## src/rtl/pipe_ctrl_if.sv

```systemverilog
`default_nettype none
// ============================================================================
// Module      : pipe_ctrl_if
// Description : Bundle between the pipeline stages and the central sequencer.
//               master = pipeline side (raises requests, consumes controls)
//               slave  = pipe_ctrl (consumes requests, drives controls)
//   Requests : stallreq_id, stallreq_ex, mem_busy, mc_start, mc_len[CNT_W],
//              excp_req, excp_target[32]
//   Controls : stall[6], flush, new_pc[32], mc_done, busy, stall_cycles[32]
// Revision    : 1.0  initial release
// ============================================================================
interface pipe_ctrl_if #(
  parameter int CNT_W = 6
);
  logic             stallreq_id;
  logic             stallreq_ex;
  logic             mem_busy;
  logic             mc_start;
  logic [CNT_W-1:0] mc_len;
  logic             excp_req;
  logic [31:0]      excp_target;

  logic [5:0]       stall;
  logic             flush;
  logic [31:0]      new_pc;
  logic             mc_done;
  logic             busy;
  logic [31:0]      stall_cycles;

  modport master (
    output stallreq_id, stallreq_ex, mem_busy, mc_start, mc_len,
           excp_req, excp_target,
    input  stall, flush, new_pc, mc_done, busy, stall_cycles
  );

  modport slave (
    input  stallreq_id, stallreq_ex, mem_busy, mc_start, mc_len,
           excp_req, excp_target,
    output stall, flush, new_pc, mc_done, busy, stall_cycles
  );
endinterface
`default_nettype wire

```

## src/rtl/pipe_ctrl.sv

```systemverilog
`default_nettype none
// ============================================================================
// Module      : pipe_ctrl
// Description : Central pipeline sequencer for the 5-stage core. Merges stall
//               requests from ID/EX/MEM, times multi-cycle EX operations,
//               sequences exception flushes with a post-flush guard window and
//               counts stalled cycles (saturating).
//   clk  : rising-edge clock
//   rst  : asynchronous, active-low reset
//   bus  : pipe_ctrl_if.slave (requests in, stall/flush/new_pc/mc_done/
//          busy/stall_cycles out)
//   stall bit map: [0]PC [1]IF [2]ID [3]EX [4]MEM [5]WB, 1 = hold stage
// Revision    : 1.0  initial release
// ============================================================================
module pipe_ctrl #(
  parameter int CNT_W      = 6,
  parameter int FLUSH_HOLD = 1
) (
  input  wire logic     clk,
  input  wire logic     rst,
  pipe_ctrl_if.slave    bus
);

  localparam logic [1:0] c_st_run   = 2'd0;
  localparam logic [1:0] c_st_multi = 2'd1;
  localparam logic [1:0] c_st_flush = 2'd2;

  localparam logic [5:0] c_stall_id  = 6'b000111;
  localparam logic [5:0] c_stall_ex  = 6'b001111;
  localparam logic [5:0] c_stall_mem = 6'b011111;

  localparam logic [CNT_W-1:0] c_cnt_one = CNT_W'(1);
  localparam logic [2:0]       c_hold    = 3'(FLUSH_HOLD);

  logic [1:0]       r_state;
  logic [CNT_W-1:0] r_cnt;
  logic [2:0]       r_hold;
  logic [31:0]      r_stall_cycles;

  logic [1:0]       w_state_nxt;
  logic [CNT_W-1:0] w_cnt_nxt;
  logic [2:0]       w_hold_nxt;
  logic [CNT_W-1:0] w_len_eff;
  logic [5:0]       w_req_vec;
  logic [5:0]       w_stall;
  logic             w_flush;
  logic             w_mc_done;

  // A zero-length op is treated as a single-cycle op.
  assign w_len_eff = (bus.mc_len == '0) ? c_cnt_one : bus.mc_len;

  // OR of the single-cycle stall requests; mem's vector covers ex and id.
  assign w_req_vec = (bus.stallreq_id ? c_stall_id  : 6'b0) |
                     (bus.stallreq_ex ? c_stall_ex  : 6'b0) |
                     (bus.mem_busy    ? c_stall_mem : 6'b0);

  // State register and performance counter
  always_ff @(posedge clk or negedge rst) begin
    if (!rst) begin
      r_state        <= c_st_run;
      r_cnt          <= '0;
      r_hold         <= '0;
      r_stall_cycles <= '0;
    end else begin
      r_state <= w_state_nxt;
      r_cnt   <= w_cnt_nxt;
      r_hold  <= w_hold_nxt;
      if ((w_stall != 6'b0) && (r_stall_cycles != 32'hFFFF_FFFF)) begin
        r_stall_cycles <= r_stall_cycles + 32'd1;
      end
    end
  end

  // Next-state logic
  always_comb begin
    w_state_nxt = r_state;
    w_cnt_nxt   = r_cnt;
    w_hold_nxt  = r_hold;
    case (r_state)
      c_st_run: begin
        if (bus.excp_req) begin
          w_state_nxt = c_st_flush;
          w_hold_nxt  = c_hold;
        end else if (bus.mc_start) begin
          if (w_len_eff == c_cnt_one) begin
            // Single-cycle op blocked by MEM: finish it from MULTI instead.
            if (bus.mem_busy) begin
              w_state_nxt = c_st_multi;
              w_cnt_nxt   = c_cnt_one;
            end
          end else begin
            w_state_nxt = c_st_multi;
            w_cnt_nxt   = w_len_eff - c_cnt_one;
          end
        end
      end
      c_st_multi: begin
        if (bus.excp_req) begin
          w_state_nxt = c_st_flush;
          w_cnt_nxt   = '0;
          w_hold_nxt  = c_hold;
        end else if (!bus.mem_busy) begin
          if (r_cnt <= c_cnt_one) begin
            w_state_nxt = c_st_run;
            w_cnt_nxt   = '0;
          end else begin
            w_cnt_nxt = r_cnt - c_cnt_one;
          end
        end
      end
      c_st_flush: begin
        if (r_hold <= 3'd1) begin
          w_state_nxt = c_st_run;
          w_hold_nxt  = '0;
        end else begin
          w_hold_nxt = r_hold - 3'd1;
        end
      end
      default: begin
        w_state_nxt = c_st_run;
        w_cnt_nxt   = '0;
        w_hold_nxt  = '0;
      end
    endcase
  end

  // Output logic; outputs are forced quiet while reset is held so random
  // request inputs cannot leak a flush or stall out of the idle state.
  always_comb begin
    w_stall   = 6'b0;
    w_flush   = 1'b0;
    w_mc_done = 1'b0;
    if (rst) begin
      case (r_state)
        c_st_run: begin
          if (bus.excp_req) begin
            w_flush = 1'b1;
          end else begin
            w_stall   = w_req_vec | (bus.mc_start ? c_stall_ex : 6'b0);
            w_mc_done = bus.mc_start && (w_len_eff == c_cnt_one) &&
                        !bus.mem_busy;
          end
        end
        c_st_multi: begin
          if (bus.excp_req) begin
            w_flush = 1'b1;
          end else begin
            w_stall   = w_req_vec | c_stall_ex;
            w_mc_done = !bus.mem_busy && (r_cnt <= c_cnt_one);
          end
        end
        c_st_flush: begin
          w_stall = w_req_vec;
        end
        default: begin
          w_stall = 6'b0;
        end
      endcase
    end
  end

  assign bus.stall        = w_stall;
  assign bus.flush        = w_flush;
  assign bus.new_pc       = w_flush ? bus.excp_target : 32'h0;
  assign bus.mc_done      = w_mc_done;
  assign bus.busy         = (r_state != c_st_run);
  assign bus.stall_cycles = r_stall_cycles;

endmodule
`default_nettype wire

```

## src/flat_wrapper.sv

```systemverilog
// flat-port wrapper written by rule: the top's interface ports become plain ports
module pipe_ctrl_flat 
#(
  parameter int CNT_W      = 6,
  parameter int FLUSH_HOLD = 1
)
  (clk, rst, bus_stallreq_id, bus_stallreq_ex, bus_mem_busy, bus_mc_start, bus_mc_len, bus_excp_req, bus_excp_target, bus_stall, bus_flush, bus_new_pc, bus_mc_done, bus_busy, bus_stall_cycles);
  pipe_ctrl_if #(.CNT_W(CNT_W)) bus_i ();
  input  wire logic clk;
  input  wire logic rst;
  input wire logic [$bits(bus_i.stallreq_id)-1:0] bus_stallreq_id;
  input wire logic [$bits(bus_i.stallreq_ex)-1:0] bus_stallreq_ex;
  input wire logic [$bits(bus_i.mem_busy)-1:0] bus_mem_busy;
  input wire logic [$bits(bus_i.mc_start)-1:0] bus_mc_start;
  input wire logic [$bits(bus_i.mc_len)-1:0] bus_mc_len;
  input wire logic [$bits(bus_i.excp_req)-1:0] bus_excp_req;
  input wire logic [$bits(bus_i.excp_target)-1:0] bus_excp_target;
  output wire logic [$bits(bus_i.stall)-1:0] bus_stall;
  output wire logic [$bits(bus_i.flush)-1:0] bus_flush;
  output wire logic [$bits(bus_i.new_pc)-1:0] bus_new_pc;
  output wire logic [$bits(bus_i.mc_done)-1:0] bus_mc_done;
  output wire logic [$bits(bus_i.busy)-1:0] bus_busy;
  output wire logic [$bits(bus_i.stall_cycles)-1:0] bus_stall_cycles;
  assign bus_i.stallreq_id = bus_stallreq_id;
  assign bus_i.stallreq_ex = bus_stallreq_ex;
  assign bus_i.mem_busy = bus_mem_busy;
  assign bus_i.mc_start = bus_mc_start;
  assign bus_i.mc_len = bus_mc_len;
  assign bus_i.excp_req = bus_excp_req;
  assign bus_i.excp_target = bus_excp_target;
  assign bus_stall = bus_i.stall;
  assign bus_flush = bus_i.flush;
  assign bus_new_pc = bus_i.new_pc;
  assign bus_mc_done = bus_i.mc_done;
  assign bus_busy = bus_i.busy;
  assign bus_stall_cycles = bus_i.stall_cycles;
  pipe_ctrl #(.CNT_W(CNT_W), .FLUSH_HOLD(FLUSH_HOLD)) u_core (.clk(clk), .rst(rst), .bus(bus_i));
endmodule
```

## config.mk

```make
export PLATFORM = sky130hd
export DESIGN_NAME = pipe_ctrl_flat
export DESIGN_NICKNAME = d
export VERILOG_FILES = /design/src/rtl/pipe_ctrl_if.sv /design/src/rtl/pipe_ctrl.sv /design/src/flat_wrapper.sv
export SDC_FILE = /design/constraint.sdc
export NUM_CORES = 1
export LEC_CHECK = 0
export CAP_MARGIN = 20
export CORE_MARGIN = 2
export CORE_UTILIZATION = 39
export DETAILED_ROUTE_END_ITERATION = 16
export GPL_TIMING_DRIVEN = 0
export PLACE_DENSITY = 0.83
export SYNTH_ARGS = -nofsm -noshare
export SYNTH_HDL_FRONTEND = slang
export SYNTH_SLANG_ARGS = --single-unit
```

## constraint.sdc

```tcl
create_clock -name clk -period 1.89 [get_ports clk]
set_clock_uncertainty 0.1 [all_clocks]
set_input_delay 0.378 -clock clk [delete_from_list [all_inputs] [get_ports clk]]
set_output_delay 0.378 -clock clk [all_outputs]
set_load 0.005 [all_outputs]
```

==> metrics <==
routability congestion estimate from global placement=0.866; Routed WL per cell=~22 um; worst-path fanout max=4; ranking of synthesized cells by area=dfrtp_1 (38%), xor2_1 (9.3%), and3_1 (8.2%); sw power=0.00200 W; Die Span X=89.1 um; num ports=118; layout cells sized above 1=between 40 and 50%; share of the synthesized area in the top cell type=38.1%; Total Wirelength=13300 um; combinational power share=59.2%; number of H-tree levels=2; worst setup margin=-0.405 ns; area delta synth->final=100%; sequential area share after synthesis=between 30% and 40%; mean post-synth cell area=9.29 um2; Int Power=0.00294 W; n_diodes=0; Fill cells=414; gr usage total=approximately 29%; detailed placement HPWL=6170 um; Ys Warns=0; Die Area=7930 um2; final period utilization=121%; first-pass GRT wire length=17200 um; met2 Use GR=50.7%; dominant cell type by area after synthesis=dfrtp_1; peak supply drop=0.430 mV; largest net degree at the start of global routing=30; PwrDens=a little under 900 nW/um2; Tmin final=2.30 ns; total global routing overflow=0; clock tree root driver cell=clkbuf_8; Clock Tree Buf Depth=2; post-synthesis cell area=2820 um2; setup TNS=-14.99 ns; unrepaired setup endpoints after global routing=true; Initial Util=between 30% and 40%; row count=31; final hold vios=0; post-place setup slack=-1.20 ns; Vias/cell=5.91; number of synthesized register bits=43; critical path type=reg -> out; Setup-failing EPs final=76; WP data required=about 1.4 ns; initial antenna violation count=0; CP arrival=1.82 ns; Max Cap Violations=0; Nets=568; GR peak layer=met2; Slew headroom=60.7%; Post-route DRC=0; status=complete, but fails checks; failing checks=setup timing; Core Box Area=7140 um2; Sw Share=between 40% and 50%; vias after detailed routing=3639; TritonRoute pass-1 iters=5; die height=89.1 um; pin slew with the least headroom to its limit=0.587 ns; CTS tree=done; leakage=around 2.6 nW; fmax=436 MHz; synth unique cells=51; Setup crit end kind=output pin; met3 GRT Util=5.91%; Clk pwr share=13.4%; Skew-Pair Late Insertion Delay=~0.33 ns; clock sinks=43; GR Util met1=32.6%; CP Launch Type=flop; vias in the first global route=3449; Post-DRT Antenna Nets=0; TritonCTS Buffers=5; DRT iter0 DRCs=380; Reg power frac=between 20% and 30%; max-slew violation count=0; Syn Nets=around 360; Hold WC Path Type=in -> async; Clock transition at path regs=0.10 ns; Cells after Synth=304; Port-buffer cells=116
-- final cells by class --
type,instances,area [um2],share of cell area [%]
Inverter,13,51.3,0.907
Timing Repair Buffer,204,1900,33.7
Sequential cell,43,1090,19.2
Clock buffer,6,72.6,1.28
Buffer,13,136,2.41
Multi-Input combinational cell,236,2270,40.1
Clock inverter,2,12.5,0.221
Tap cell,99,124,2.19
-- layer usage --
layer  vias up  wire length (um)
li1       1535                 -
met1      1753              4760
met2       282              6750
met3        69              1100
met4         0               695
met5         -                 0
-- cell usage after synthesis (all sizes together) --
cell / n
o31ai: 1
clkbuf: 6
nand3: 10
inv: 13
and3: 37
a22o: 6
o32ai: 2
nand2b: 3
nor2b: 2
mux2: 2
conb: 1
mux2i: 1
o311ai: 1
a31oi: 1
xor2: 30
nand4: 6
o21bai: 2
a21oi: 5
o211ai: 4
nor3: 20
a21o: 1
nor2: 15
a21boi: 1
nor4b: 3
a311oi: 1
or2: 2
xnor2: 2
or3: 2
dfrtp: 43
ha: 7
nor4: 13
and4: 3
or4: 4
nor3b: 4
nand3b: 2
nand2: 22
o21ai: 8
and2: 6
buf: 7
a221oi: 1
o22ai: 4
-- critical path, stage by stage (launching register included) --
cell and delay (ns):
dfrtp_2 0.45, o21bai_4 0.19, a221oi_4 0.28, buf_6 0.15, o21ai_4 0.06, buf_6 0.13, inv_4 0.06, buf_6 0.09
buf_6 0.08
-- through the flow --
step | hold WS [ns] | instance area [um2] | power [W] | cells | util [%]
after floorplan | -0.0176 | 2880 | 0.00221 | 304 | -
after global placement | 0.376 | 4160 | 0.00287 | 519 | 58.3
after detailed placement | 0.213 | 4180 | 0.00293 | 520 | 58.5
after CTS | 0.107 | 5230 | 0.00433 | 593 | 73.2
after global routing | 0.0931 | 5650 | 0.00512 | 616 | 79.2
final | 0.0763 | 5650 | 0.00494 | 616 | 79.2
-- cell usage in the layout (no fill, tap or decap), types with 4 or more instances in the layout --
master	instances
clkdlybuf4s50_1	61
buf_12	4
and3_1	19
buf_8	7
buf_2	21
clkbuf_8	5
buf_4	59
a22o_1	5
nand3_1	6
nor4_4	12
dlygate4sd2_1	5
nor2_1	6
xor2_1	30
dfrtp_2	8
buf_6	48
ha_1	5
nor2_2	7
nand4_1	6
nor3_4	9
dlymetal6s2s_1	5
dfrtp_1	35
nor3_2	8
o22ai_1	4
and3_4	18
inv_1	11
nand2_1	20
o21ai_0	4
-- kinds of logic after synthesis --
family | share of synthesized area (%)
mux | 1.15
buf+inv | 4.52
other cells | 0.133
compound gates | 10.9
fa+ha+maj | 3.10
xor+xnor | 9.93
flops | 38.1
simple gates | 32.1
-- power groups by stage --
stage / logic (W) / registers [W] / clock network (W)
floorplan: 0.000901 / 0.00131 / 0
global placement: 0.00152 / 0.00134 / 0
detailed placement: 0.00158 / 0.00135 / 0
CTS: 0.00242 / 0.00131 / 0.000599
global route: 0.00308 / 0.00137 / 0.000673
finish: 0.00293 / 0.00136 / 0.000662
-- final timing paths --
check,from,endpoint,slack [ns],depth (start not counted)
max in group asynchronous,rst,u_core.r_state[0],0.70,2
worst max-delay path,u_core.r_state[0],bus_stall[2],-0.41,8
min in group clk,u_core.bus.stall_cycles[19],u_core.bus.stall_cycles[19],0.40,1
worst min-delay path,rst,u_core.bus.stall_cycles[13],0.08,3
worst min register to register,u_core.bus.stall_cycles[19],u_core.bus.stall_cycles[19],0.40,1
worst max register to register,u_core.r_state[1],u_core.bus.stall_cycles[23],-0.36,11
-- flip-flops by register name (all words and copies together) (netlist names) --
| register | cells |
|---|---|
| u_core.bus.stall_cycles | 32 |
| u_core.r_cnt | 6 |
| u_core.r_hold | 3 |
| u_core.r_state | 2 |
-- timing repair --
action,4_1_cts,5_1_grt
endpoints found under the setup margin,79,83
pin swaps,56,46
hold buffers,3,0
cloned,5,0
endpoints found under the hold margin,11,0
resized for setup,308,73
buffers inserted,57,27
Power figures use the tool's default switching activity.
